===== src/rtl/keypad_scan_ctrl_pkg.sv =====
// keypad_pkg: shared codes, state encoding and the per-column row decoder
// for the 4-column x 3-row keypad scanner.
package keypad_pkg;

  localparam logic [3:0] KEY_NONE  = 4'hF;
  localparam logic [3:0] KEY_MULTI = 4'hE;
  localparam logic [3:0] COL_RESET = 4'b1000;

  typedef enum logic [1:0] {
    ST_IDLE,
    ST_DEBOUNCE,
    ST_PRESSED
  } state_e;

  // Column {A,B,C,D} one-hot, rows {E,F,G}; returns 1..c, NONE or MULTI.
  function automatic logic [3:0] key_decode(input logic [3:0] col, input logic [2:0] rows);
    logic [3:0] base;
    logic [3:0] code;
    case (col)
      4'b1000: base = 4'd0;
      4'b0100: base = 4'd3;
      4'b0010: base = 4'd6;
      4'b0001: base = 4'd9;
      default: base = 4'd0;
    endcase
    case (rows)
      3'b000:  code = KEY_NONE;
      3'b100:  code = base + 4'd1;
      3'b010:  code = base + 4'd2;
      3'b001:  code = base + 4'd3;
      default: code = KEY_MULTI;
    endcase
    if (!(col inside {4'b1000, 4'b0100, 4'b0010, 4'b0001})) code = KEY_NONE;
    return code;
  endfunction

endpackage


===== src/rtl/keypad_scan_ctrl_if.sv =====
// Key event interface: controller (master) presents key_code/key_valid with
// status flags; consumer (slave) answers with key_ready.
interface keypad_scan_ctrl_if;
  logic [3:0] key_code;
  logic       key_valid;
  logic       key_ready;
  logic       key_held;
  logic       overrun;

  modport master (
    output key_code, key_valid, key_held, overrun,
    input  key_ready
  );

  modport slave (
    input  key_code, key_valid, key_held, overrun,
    output key_ready
  );
endinterface


===== src/rtl/keypad_scan_ctrl_timer.sv =====
// keypad_scan_timer: column dwell counter, one-hot column rotation A->B->C->D,
// row sample strobe and end-of-scan pulse.
module keypad_scan_timer
  import keypad_pkg::*;
#(
  parameter int SCN_rate = 1000,
  parameter int SETTLE   = 8
) (
  input  logic       sys_clk,
  input  logic       sys_rst,
  output logic [3:0] col_o,
  output logic       sample_en_o,
  output logic       scan_done_o
);

  localparam int DW = $clog2(SCN_rate);

  logic [DW-1:0] dwell_q, dwell_d;
  logic [3:0]    col_q, col_d;
  logic          last;

  assign last = (dwell_q == DW'(SCN_rate - 1));

  // Dwell and column registers.
  always_ff @(posedge sys_clk or posedge sys_rst) begin
    if (sys_rst) begin
      dwell_q <= '0;
      col_q   <= COL_RESET;
    end else begin
      dwell_q <= dwell_d;
      col_q   <= col_d;
    end
  end

  // Advance dwell; rotate to the next column as the dwell wraps.
  always_comb begin
    dwell_d = dwell_q + 1'b1;
    col_d   = col_q;
    if (last) begin
      dwell_d = '0;
      col_d   = {col_q[0], col_q[3:1]};
    end
  end

  assign col_o       = col_q;
  assign sample_en_o = (dwell_q == DW'(SETTLE));
  assign scan_done_o = last && col_q[0];

endmodule


===== src/rtl/keypad_scan_ctrl.sv =====
// keypad_scan_ctrl: keypad scan sequencer with per-scan key accumulation,
// scan-level debounce FSM and valid/ready event output with sticky overrun.
// Optional auto-repeat while held: define KEYPAD_SCAN_REPEAT_EN.
module keypad_scan_ctrl
  import keypad_pkg::*;
#(
  parameter int SCN_rate       = 1000,
  parameter int SETTLE         = 8,
  parameter int DEBOUNCE_SCANS = 4,
  parameter int REPEAT_SCANS   = 64
) (
  input  logic                       sys_clk,
  input  logic                       sys_rst,
  output logic [3:0]                 col_out,
  input  logic [2:0]                 row_in,
  keypad_scan_ctrl_if.master         kp
);

  if (SCN_rate < 4 || SETTLE >= SCN_rate || DEBOUNCE_SCANS < 1 || REPEAT_SCANS < 1) begin : g_bad_params
    $error("keypad_scan_ctrl: illegal parameter combination");
  end

  localparam int CW = $clog2(DEBOUNCE_SCANS + 1);

  logic          sample_en, scan_done;
  logic [3:0]    col_res, base, eff;
  logic [3:0]    scan_code_q, scan_code_d;
  state_e        state_q, state_d;
  logic [3:0]    cand_q, cand_d;
  logic [CW-1:0] cnt_q, cnt_d, rel_q, rel_d;
  logic          emit, hs;
  logic [3:0]    emit_code;
  logic [3:0]    key_code_q, key_code_d;
  logic          key_valid_q, key_valid_d;
  logic          overrun_q, overrun_d;
`ifdef KEYPAD_SCAN_REPEAT_EN
  localparam int RW = $clog2(REPEAT_SCANS + 1);
  logic [RW-1:0] rpt_q, rpt_d;
`endif

  keypad_scan_timer #(
    .SCN_rate (SCN_rate),
    .SETTLE   (SETTLE)
  ) u_timer (
    .sys_clk     (sys_clk),
    .sys_rst     (sys_rst),
    .col_o       (col_out),
    .sample_en_o (sample_en),
    .scan_done_o (scan_done)
  );

  // Fold each column's decode into the running scan code; column A restarts it.
  always_comb begin
    col_res     = key_decode(col_out, row_in);
    base        = col_out[3] ? KEY_NONE : scan_code_q;
    scan_code_d = scan_code_q;
    if (sample_en) begin
      if (col_res == KEY_NONE)                         scan_code_d = base;
      else if (col_res == KEY_MULTI || base != KEY_NONE) scan_code_d = KEY_MULTI;
      else                                             scan_code_d = col_res;
    end
  end

  assign eff = (scan_code_q == KEY_MULTI) ? KEY_NONE : scan_code_q;

  // Debounce / press / release FSM, evaluated once per completed scan.
  always_comb begin
    state_d   = state_q;
    cand_d    = cand_q;
    cnt_d     = cnt_q;
    rel_d     = rel_q;
    emit      = 1'b0;
    emit_code = cand_q;
`ifdef KEYPAD_SCAN_REPEAT_EN
    rpt_d     = rpt_q;
`endif
    if (scan_done) begin
      case (state_q)
        ST_IDLE: begin
          if (eff != KEY_NONE) begin
            cand_d = eff;
            cnt_d  = CW'(1);
            if (DEBOUNCE_SCANS == 1) begin
              emit      = 1'b1;
              emit_code = eff;
              state_d   = ST_PRESSED;
              rel_d     = '0;
`ifdef KEYPAD_SCAN_REPEAT_EN
              rpt_d     = '0;
`endif
            end else begin
              state_d = ST_DEBOUNCE;
            end
          end
        end
        ST_DEBOUNCE: begin
          if (eff == KEY_NONE) begin
            state_d = ST_IDLE;
            cnt_d   = '0;
          end else if (eff == cand_q) begin
            cnt_d = cnt_q + 1'b1;
            if (cnt_q + 1'b1 == CW'(DEBOUNCE_SCANS)) begin
              emit    = 1'b1;
              state_d = ST_PRESSED;
              rel_d   = '0;
`ifdef KEYPAD_SCAN_REPEAT_EN
              rpt_d   = '0;
`endif
            end
          end else begin
            cand_d = eff;
            cnt_d  = CW'(1);
          end
        end
        ST_PRESSED: begin
          if (eff == KEY_NONE) begin
            rel_d = rel_q + 1'b1;
            if (rel_q + 1'b1 == CW'(DEBOUNCE_SCANS)) begin
              state_d = ST_IDLE;
              rel_d   = '0;
              cnt_d   = '0;
            end
          end else begin
            rel_d = '0;
          end
`ifdef KEYPAD_SCAN_REPEAT_EN
          if (eff == cand_q) begin
            rpt_d = rpt_q + 1'b1;
            if (rpt_q + 1'b1 == RW'(REPEAT_SCANS)) begin
              emit  = 1'b1;
              rpt_d = '0;
            end
          end else begin
            rpt_d = '0;
          end
`else
          // One event per press; nothing further while held.
`endif
        end
        default: state_d = ST_IDLE;
      endcase
    end
  end

  // Output slot: a same-cycle handshake frees the slot for a new event;
  // otherwise an emit into an occupied slot is dropped and flagged.
  always_comb begin
    key_code_d  = key_code_q;
    key_valid_d = key_valid_q;
    overrun_d   = overrun_q;
    hs          = key_valid_q && kp.key_ready;
    if (hs) key_valid_d = 1'b0;
    if (emit) begin
      if (key_valid_q && !hs) begin
        overrun_d = 1'b1;
      end else begin
        key_code_d  = emit_code;
        key_valid_d = 1'b1;
      end
    end
  end

  // State and output registers.
  always_ff @(posedge sys_clk or posedge sys_rst) begin
    if (sys_rst) begin
      scan_code_q <= KEY_NONE;
      state_q     <= ST_IDLE;
      cand_q      <= KEY_NONE;
      cnt_q       <= '0;
      rel_q       <= '0;
      key_code_q  <= KEY_NONE;
      key_valid_q <= 1'b0;
      overrun_q   <= 1'b0;
`ifdef KEYPAD_SCAN_REPEAT_EN
      rpt_q       <= '0;
`endif
    end else begin
      scan_code_q <= scan_code_d;
      state_q     <= state_d;
      cand_q      <= cand_d;
      cnt_q       <= cnt_d;
      rel_q       <= rel_d;
      key_code_q  <= key_code_d;
      key_valid_q <= key_valid_d;
      overrun_q   <= overrun_d;
`ifdef KEYPAD_SCAN_REPEAT_EN
      rpt_q       <= rpt_d;
`endif
    end
  end

  assign kp.key_code  = key_code_q;
  assign kp.key_valid = key_valid_q;
  assign kp.overrun   = overrun_q;
  assign kp.key_held  = (state_q == ST_PRESSED);

endmodule


===== src/flat_wrapper.sv =====
// flat-port wrapper written by rule: the top's interface ports become plain ports
module keypad_scan_ctrl_flat import keypad_pkg::*;
#(
  parameter int SCN_rate       = 1000,
  parameter int SETTLE         = 8,
  parameter int DEBOUNCE_SCANS = 4,
  parameter int REPEAT_SCANS   = 64
)
  (sys_clk, sys_rst, col_out, row_in, kp_key_code, kp_key_valid, kp_key_held, kp_overrun, kp_key_ready);
  keypad_scan_ctrl_if kp_i ();
  input  logic sys_clk;
  input  logic sys_rst;
  output logic [3:0] col_out;
  input  logic [2:0] row_in;
  output wire logic [$bits(kp_i.key_code)-1:0] kp_key_code;
  output wire logic [$bits(kp_i.key_valid)-1:0] kp_key_valid;
  output wire logic [$bits(kp_i.key_held)-1:0] kp_key_held;
  output wire logic [$bits(kp_i.overrun)-1:0] kp_overrun;
  input wire logic [$bits(kp_i.key_ready)-1:0] kp_key_ready;
  assign kp_key_code = kp_i.key_code;
  assign kp_key_valid = kp_i.key_valid;
  assign kp_key_held = kp_i.key_held;
  assign kp_overrun = kp_i.overrun;
  assign kp_i.key_ready = kp_key_ready;
  keypad_scan_ctrl #(.SCN_rate(SCN_rate), .SETTLE(SETTLE), .DEBOUNCE_SCANS(DEBOUNCE_SCANS), .REPEAT_SCANS(REPEAT_SCANS)) u_core (.sys_clk(sys_clk), .sys_rst(sys_rst), .col_out(col_out), .row_in(row_in), .kp(kp_i));
endmodule

===== config.mk =====
export PLATFORM = sky130hd
export DESIGN_NAME = keypad_scan_ctrl_flat
export DESIGN_NICKNAME = d
export VERILOG_FILES = /design/src/rtl/keypad_scan_ctrl_pkg.sv /design/src/rtl/keypad_scan_ctrl_if.sv /design/src/rtl/keypad_scan_ctrl_timer.sv /design/src/rtl/keypad_scan_ctrl.sv /design/src/flat_wrapper.sv
export SDC_FILE = /design/constraint.sdc
export NUM_CORES = 1
export LEC_CHECK = 0
export CORE_MARGIN = 4
export CORE_UTILIZATION = 40
export CTS_CLUSTER_SIZE = 10
export DETAILED_ROUTE_END_ITERATION = 16
export PLACE_DENSITY = 0.57
export SLEW_MARGIN = 15
export SYNTH_ARGS = -nofsm -noshare
export SYNTH_HDL_FRONTEND = slang
export SYNTH_HIERARCHICAL = 1
export SYNTH_SLANG_ARGS = --single-unit

===== constraint.sdc =====
create_clock -name sys_clk -period 4.9 [get_ports sys_clk]
set_input_delay 0.98 -clock sys_clk [delete_from_list [all_inputs] [get_ports sys_clk]]
set_output_delay 0.98 -clock sys_clk [all_outputs]
set_load 0.01 [all_outputs]

==> impl_metrics.tcl, run 1 <==
set metrics [dict create \
    status "complete, no violations" \
    postSynthCellCount 229 \
    cp.arrival_ns 3.69 \
    synth_top_area_cell "dfrtp_1" \
    p_comb_share_pct 3.2 \
    hold_viol 0 \
    dr.pass1.iters 4 \
    drc 0 \
    grt_setup_unrepaired "false" \
    vias 1680 \
    maxSlewHeadroom_pct 45.9 \
    routed_wl_mm 4.26 \
    cp.required_ns 5.11 \
    initial_core_util_pct 41.5 \
    synth_edf_count 0 \
    max_freq_mhz 287 \
    path_class "register to register" \
    coreArea_um2 5540 \
    dpl.hpwl_mm 3.14 \
    async_reset_ff_share_pct 100 \
    grt_pass1_vias 1677 \
    yosysSeqAreaShare_pct 39.9 \
    critPathMaxFanout 10 \
    grt_util_all_layers_pct 13.0 \
    area_delta_synth_final_pct 12.9 \
    worstSetupStartpointType "register" \
    avgSynthCellArea_um2 10.0 \
    clkTransAtPathRegs_ns 0.07 \
    final.min_clock_period_ns 3.48 \
    p_int_w 0.000416 \
    cts_inserted_buffers 5 \
    synthTopCellsByArea "dfrtp_1 25%, dfstp_2 15%, ha_1 6.0%" \
    min_path_type "register to register" \
    ctsResizeCount 0 \
    fin_area_um2 2590 \
    clockBufferDepth 2 \
    fin_ws_ns 1.42 \
    tightestPinTransition_ns 0.810 \
    cts_tree "done" \
    ys_ff_latch 36 \
    dieHeight_um 83.8 \
    power_w 0.000532 \
    via_per_inst 5.30 \
    wl_met3_um 74 \
    switching_share_pct 21.7 \
    synth.distinct_cells 59 \
    p_leak_nw 1.13 \
    detail-route-antenna-nets 0 \
    cts_root_buffer "clkbuf_8" \
    wl_met2_mm 2.12 \
    post-place-ws_ns 1.45 \
    synth_ff_type "dfrtp_1" \
    setup_violations 0 \
    post-route-period-util_pct 71.1 \
    synth_commonest_cells "23 x dfrtp_1, 19 x inv_1, 16 x nand2_1" \
    pwr-share-seq_pct 56.0 \
    ys_warn_count 6 \
    grt_max_degree 23 \
    slew_violations 0 \
    synth_top_area_share_pct 25.1 \
    antenna_found_initial 0 \
    rows 27 \
    die_w_um 83.8 \
    nNetsFinal 262 \
    cts_sinks 36 \
    drive_gt1_share_pct 16.3 \
    syn_area_um2 2300 \
    cts.htree.levels 2 \
    dpl_cell_area_um2 2500 \
    drv_cap 0 \
    drt_iter0_drc 56 \
    gp_congestion 0.772 \
    clkLatencyLatePin_ns 0.28 \
    critPathCaptureType "register" \
    die-area_um2 7020 \
    syn_nets 247 \
    cts_hold_buf 0 \
    finClkSkew_ns 0.00493 \
    final_util_pct 46.8 \
    wl_met1_mm 2.06 \
    top_layer "met4" \
    io_buffers 16 \
    ir_worst_vdd_v 0.000122 \
    synth.most_common_cell "dfrtp_1" \
    diodes 0 \
    p_clk_share_pct 40.9 \
    finalSetupTns_ns 0 \
    p_sw_w 0.000116 \
    post_drt_wl_per_cell_um 13.4 \
    io_pins 17 \
    post-cts-setup-buffers 0 \
    grt_overflow 0 \
    grt_pass1_wl_mm 7.73 \
    power_density_nw_per_um2 205 \
]
[power groups by stage]
stage	logic, W	clock network (W)	registers [W]
finish	0.0000168	0.000217	0.000298
global route	0.0000197	0.000243	0.000297
CTS	0.0000174	0.000231	0.000297
detailed placement	0.0000174	0	0.000303
global placement	0.0000175	0	0.000303
floorplan	0.0000106	0	0.000303
[sequential cells by signal (all words and copies together), names as in the netlist]
register                flops
u_core/u_timer/dwell_q     10
u_core/cand_q               4
u_core/kp.key_code          4
u_core/scan_code_q          4
u_core/u_timer/col_o        4
u_core/cnt_q                3
u_core/rel_q                3
u_core/state_q              2
u_core/kp.key_valid         1
u_core/kp.overrun           1
[cell type report]
cell class	count	area [um2]
Inverter	19	71.3
Tap cell	72	90.1
Fill cell	536	2950
Sequential cell	36	917
Multi-Input combinational cell	166	1260
Timing Repair Buffer	16	160
Clock buffer	6	82.6
Clock inverter	2	10.0
[final timing paths]
kind                                    startpoint                   endpoint  slack (ns)  cells past startpoint
min reg2reg                      u_core/kp.overrun          u_core/kp.overrun        0.48                      1
max                        u_core/u_timer/col_o[1]      u_core/scan_code_q[2]        1.42                     10
min in group asynchronous                  sys_rst  u_core/u_timer/dwell_q[6]        1.07                      2
max reg2reg                u_core/u_timer/col_o[1]      u_core/scan_code_q[2]        1.42                     10
min                              u_core/kp.overrun          u_core/kp.overrun        0.48                      1
max in group asynchronous                  sys_rst            u_core/cnt_q[0]        3.21                      2
[logic make-up after synthesis]
logic type / synth area share [%]
compound gates: 13.3
xor+xnor: 5.34
fa+ha+maj: 6.86
flops: 39.9
simple gates: 20.0
buf+inv: 5.17
mux: 9.37
[through the flow]
step | cells | hold slack, ns
after floorplan | 229 | 0.468
final | 317 | 0.482
after CTS | 317 | 0.488
after detailed placement | 309 | 0.468
after global routing | 317 | 0.528
after global placement | 309 | 0.469
[metal layers]
metal | global-route usage, % | vias to the layer above
li1 | - | 849
met2 | 21.6 | 12
met1 | 17.4 | 817
met4 | 3.07 | 0
met5 | 0 | -
met3 | 2.67 | 2
[worst max-delay path: stages (launching register included)]
cell and delay (ns):
dfrtp_1 0.49, or2_2 0.35, or3b_2 0.45, ha_1 0.24, or3b_1 0.41, a21oi_1 0.18, fa_1 0.43, o32ai_1 0.28
nand2_1 0.14, a41o_1 0.29, a21oi_1 0.16
[cells in the final DEF, fill, tap and decap left out, types with 7 or more instances in the layout]
cell and count:
dfrtp_1 23, inv_1 19, clkdlybuf4s50_1 16, nand2_1 16, nor2_1 13, dfstp_2 13, ha_1 11, mux2_2 10
a21oi_1 10, nand3_1 8, xor2_1 8, o21ai_0 7
Note: power is estimated with default switching activity, not from simulation.
==> run 2, diff against run 1 <==
Clock period 4.9 ns to 3.6 ns, I/O delays scaled along.
==> run 2 against run 1 <==
Via count down 0.24%. Setup slack worse by 1.2 ns. Sequential power up 36%. Global-route usage down 0.19 points. First-iteration DRC count down 43%. Largest cell class unchanged. Cell area up 2.1%. Non-clock buffer count up 3. Cell count up 0.95%. Die area unchanged. Sequential share of layout area down 0.72 points. Register-to-register slack worse by 1.2 ns. Maximum frequency up 1.8%. Critical endpoint unchanged.
==> impl_metrics.tcl, run 2 (synthesis gave the netlist of run 1 again) <==
set metrics [dict create \
    status "complete, no violations" \
    fin_area_um2 2650 \
    routed_wl_mm 4.28 \
    pwr-share-seq_pct 51.6 \
    fin_hold_ws_ns 0.488 \
    cp_num_cells 10 \
    critPathCaptureType "register" \
    gp_congestion 0.762 \
    clkLatencyLatePin_ns 0.29 \
    dieHeight_um 83.8 \
    grt_max_degree 23 \
    regMostFlops "u_core/u_timer/dwell_q" \
    cts.htree.levels 2 \
    fin_ws_ns 0.177 \
    p_int_w 0.000619 \
    post-cts-setup-buffers 0 \
    power_density_nw_per_um2 297 \
    reg2reg_depth 10 \
    max_freq_mhz 292 \
    cts_tree "done" \
    crit_chain "or2_2 > or3b_2 > ha_1 > or3b_1 > a21oi_1 > fa_1 > o32ai_2 > nand2_1 > a41o_1 > a21oi_1" \
    post-place-ws_ns 0.216 \
    die-area_um2 7020 \
    coreArea_um2 5540 \
    p_leak_nw 1.15 \
    regArea_um2 917 \
    grt_pass1_wl_mm 7.51 \
    path_class "register to register" \
    ir_worst_vdd_v 0.000221 \
    cpPeakStageDelay_ns 0.46 \
    final.fill_count 530 \
    reg2reg_from "u_core/u_timer/col_o[3]" \
    clockBufferDepth 2 \
    maxSlewHeadroom_pct 46.3 \
    cts_sinks 36 \
    p_comb_share_pct 3.1 \
    dpl.hpwl_mm 3.16 \
    p_clk_share_pct 45.4 \
    detail-route-antenna-nets 0 \
    clkTransAtPathRegs_ns 0.08 \
    startpoint "u_core/u_timer/col_o[3]" \
    cts_root_buffer "clkbuf_8" \
    path_delay_family "simple AND/OR/NAND/NOR gates" \
    area_delta_synth_final_pct 15.2 \
    cts_hold_buf 0 \
    worst_path_max_delay_cell "fa_1" \
    via_per_inst 5.24 \
    cp.arrival_ns 3.65 \
    setup_violations 0 \
    io_pins 17 \
    diodes 0 \
    drive_gt1_share_pct 18.1 \
    final.min_clock_period_ns 3.42 \
    cts_inserted_buffers 5 \
    io_buffers 16 \
    largest_reg_flops 10 \
    tightestPinTransition_ns 0.804 \
    final_common_cell "dfrtp_1" \
    cp-endpoint "u_core/scan_code_q[2]" \
    drt_iter0_drc 32 \
    reg2reg_to "u_core/scan_code_q[2]" \
    grt_overflow 0 \
    antenna_found_initial 0 \
    ctsResizeCount 0 \
    rrSetupSlack_ns 0.18 \
    cpMostUsedCell "a21oi_1" \
    critPathMaxFanout 12 \
    crit_buf_inv 0 \
    finClkSkew_ns 0.00795 \
    nNetsFinal 265 \
    worstSetupStartpointType "register" \
    die_w_um 83.8 \
    switching_share_pct 21.1 \
    grt_pass1_vias 1639 \
    multi_input_area_um2 1270 \
    hold_viol 0 \
    post-route-period-util_pct 95.1 \
    final_cell_mix "23 x dfrtp_1, 19 x inv_1, 16 x clkdlybuf4s50_1, 16 x nand2_1" \
    min_path_type "register to register" \
    initial_core_util_pct 41.5 \
    vias 1676 \
    drc 0 \
    post_drt_wl_per_cell_um 13.4 \
    rows 27 \
    dpl_cell_area_um2 2520 \
    power_w 0.000785 \
    slew_violations 0 \
    grt_util_all_layers_pct 12.8 \
    drv_cap 0 \
    p_sw_w 0.000166 \
    dr.pass1.iters 4 \
    cp.required_ns 3.82 \
]
[run 2: per-stage QoR]
step,setup TNS [ns],cells,util (%)
after floorplan,0,229,-
after global placement,0,312,45.5
after detailed placement,0,312,45.5
after CTS,0,320,47.5
after global routing,-0.0173,320,47.8
final,0,320,47.8
[run 2: final cells by class]
class	instances	area share, %
Inverter	19	2.70
Sequential cell	36	34.7
Clock buffer	5	2.60
Tap cell	72	3.40
Clock inverter	3	1.61
Timing Repair Buffer	19	6.90
Multi-Input combinational cell	166	48.1
[run 2: worst register-to-register path, cell delays in order, from the launching register on]
cell	delay (ns)
dfstp_2	0.43
or2_2	0.35
or3b_2	0.45
ha_1	0.23
or3b_1	0.41
a21oi_1	0.18
fa_1	0.46
o32ai_2	0.26
nand2_1	0.12
a41o_1	0.32
a21oi_1	0.15
[run 2: power by group through the flow]
stage	logic, W	clock network, W	registers (W)
floorplan	0.0000145	0	0.000412
global placement	0.0000236	0	0.000412
detailed placement	0.0000235	0	0.000412
CTS	0.0000237	0.000366	0.000405
global route	0.0000276	0.000385	0.000405
finish	0.0000240	0.000356	0.000405
[run 2: worst min-delay path by stage]
stage                                endpoint                 startpoint  cells past startpoint  slack [ns]
floorplan           u_core/u_timer/dwell_q[9]  u_core/u_timer/dwell_q[9]                      1        0.47
global placement            u_core/kp.overrun          u_core/kp.overrun                      1        0.46
detailed placement          u_core/kp.overrun          u_core/kp.overrun                      1        0.47
CTS                         u_core/kp.overrun          u_core/kp.overrun                      1        0.49
global route                u_core/kp.overrun          u_core/kp.overrun                      1        0.50
finish                      u_core/kp.overrun          u_core/kp.overrun                      1        0.49
[run 2: metal layers]
metal / track usage [%] / part of all wire (%) / vias up
li1: - / - / 853
met1: 16.9 / 49 / 801
met2: 20.8 / 48 / 17
met3: 3.16 / 2.5 / 5
met4: 3.95 / 0.84 / 0
met5: 0 / 0 / -
==> run 3, diff against run 2 <==
Settings changed: PLACE_DENSITY 0.57 to 0.69.
Clock period 3.6 ns to 4.03 ns, I/O delays scaled along.
==> run 3 against run 2 <==
Clock skew decreased by 0.0013 ns. Register-to-register slack improved by 0.38 ns. Flip-flop and latch count unchanged. Worst hold slack got worse by 0.0089 ns. Sequential share of layout area increased by 0.47 points. Non-clock buffer count decreased by 3. Critical path type unchanged. Combinational power decreased by 14%. Total power decreased by 11%.
==> impl_metrics.tcl, run 3 (synthesis gave the netlist of run 1 again) <==
set metrics [dict create \
    antenna_found_initial 0 \
    drv_cap 0 \
    cp.arrival_ns 3.69 \
    io_pins 17 \
    drive_gt1_share_pct 16.3 \
    worstSetupStartpointType "register" \
    wl_met1_mm 2.02 \
    nNetsFinal 262 \
    slew_violations 0 \
    regMostFlops "u_core/u_timer/dwell_q" \
    grt_util_all_layers_pct 12.7 \
    gp_congestion 0.767 \
    dpl.hpwl_mm 3.07 \
    ctsResizeCount 0 \
    cts_hold_buf 0 \
    finClkSkew_ns 0.00662 \
    power_density_nw_per_um2 267 \
    final_common_cell "dfrtp_1" \
    clkTransAtPathRegs_ns 0.08 \
    rrSetupSlack_ns 0.55 \
    cp-endpoint "u_core/scan_code_q[1]" \
    critPathCaptureType "register" \
    coreArea_um2 5540 \
    cts.htree.levels 2 \
    cts_tree "done" \
    critPathMaxFanout 10 \
    die-area_um2 7020 \
    path_class "register to register" \
    status "complete, no violations" \
    clockBufferDepth 2 \
    rows 27 \
    cts_root_buffer "clkbuf_8" \
    reg2reg_depth 10 \
    post-route-period-util_pct 86.3 \
    fin_cells 317 \
    drc 0 \
    initial_core_util_pct 41.5 \
    routed_wl_mm 4.13 \
    wl_met3_um 117 \
    grt_pass1_wl_mm 7.53 \
    ir_worst_vdd_v 0.000247 \
    diodes 0 \
    cts_sinks 36 \
    cp.required_ns 4.24 \
    power_w 0.000696 \
    grt_setup_unrepaired "false" \
    dp.cells 309 \
    finalSetupTns_ns 0 \
    grt_max_degree 23 \
    setup_violations 0 \
    top_layer "met4" \
    clkLatencyLatePin_ns 0.28 \
    reg2reg_from "u_core/u_timer/col_o[1]" \
    startpoint "u_core/u_timer/col_o[1]" \
    grt_pass1_vias 1691 \
    hold_viol 0 \
    final.min_clock_period_ns 3.48 \
    detail-route-antenna-nets 0 \
    dr.pass1.iters 6 \
    largest_reg_flops 10 \
    drt_iter0_drc 56 \
    fin_hold_ws_ns 0.479 \
    min_path_type "register to register" \
    die_w_um 83.8 \
    hold_depth 1 \
    p_leak_nw 1.13 \
    dieHeight_um 83.8 \
    post-cts-setup-buffers 0 \
    tightestPinTransition_ns 0.799 \
    vias 1658 \
    via_per_inst 5.23 \
    final_cell_mix "23 x dfrtp_1, 19 x inv_1, 16 x clkdlybuf4s50_1, 16 x nand2_1" \
    post_drt_wl_per_cell_um 13.0 \
    io_buffers 16 \
    wl_met2_mm 1.97 \
    cts_inserted_buffers 5 \
    max_freq_mhz 288 \
    reg2reg_to "u_core/scan_code_q[1]" \
    area_delta_synth_final_pct 13.7 \
    maxSlewHeadroom_pct 46.7 \
    grt_overflow 0 \
]
-- run 3: cell count changes in the layout (fill, tap and decap cells not counted), sizes merged --
cell	previous run	this run
buf	3	0
-- run 3: critical path, cell delays in order, from the launching register on --
cell and delay (ns):
dfrtp_1 0.49, or2_2 0.35, or3b_2 0.45, ha_1 0.23
or3b_1 0.40, a21oi_1 0.20, fa_1 0.44, o32ai_1 0.29
nand2_1 0.13, a41o_1 0.28, a21oi_1 0.15
-- run 3: power by group --
part           total [W]             switching (W)  internal (W)
sequential      0.000362  0.0000000000000000000189      0.000362
clock           0.000314                  0.000131      0.000183
combinational  0.0000206                 0.0000129    0.00000778
total           0.000696                  0.000144      0.000553
-- run 3: how the worst min path moves through the flow --
stage                         startpoint                   endpoint  slack (ns)
2_1_floorplan  u_core/u_timer/dwell_q[9]  u_core/u_timer/dwell_q[9]        0.47
3_3_place_gp           u_core/kp.overrun          u_core/kp.overrun        0.46
3_5_place_dp           u_core/kp.overrun          u_core/kp.overrun        0.47
4_1_cts                u_core/kp.overrun          u_core/kp.overrun        0.49
5_1_grt                u_core/kp.overrun          u_core/kp.overrun        0.52
6_report               u_core/kp.overrun          u_core/kp.overrun        0.48
-- run 3: through the flow --
step                      setup slack, ns  area [um2]  util [%]
final                               0.553        2610      47.1
after global routing                0.308        2610      47.1
after CTS                           0.566        2610      47.1
after detailed placement            0.593        2500      45.1
after global placement              0.653        2500      45.1
after floorplan                     0.699        2300         -
-- run 3: cell type report --
class / instances / area (um2)
Clock inverter: 3 / 42.5
Multi-Input combinational cell: 166 / 1260
Clock buffer: 5 / 68.8
Fill cell: 535 / 2930
Timing Repair Buffer: 16 / 160
Tap cell: 72 / 90.1
Inverter: 19 / 71.3
Sequential cell: 36 / 917
-- run 3: routing by layer --
layer  track usage, %  up-vias
li1                 -      848
met1             16.3      789
met2             21.0       16
met3             3.26        5
met4             3.80        0
met5                0        -
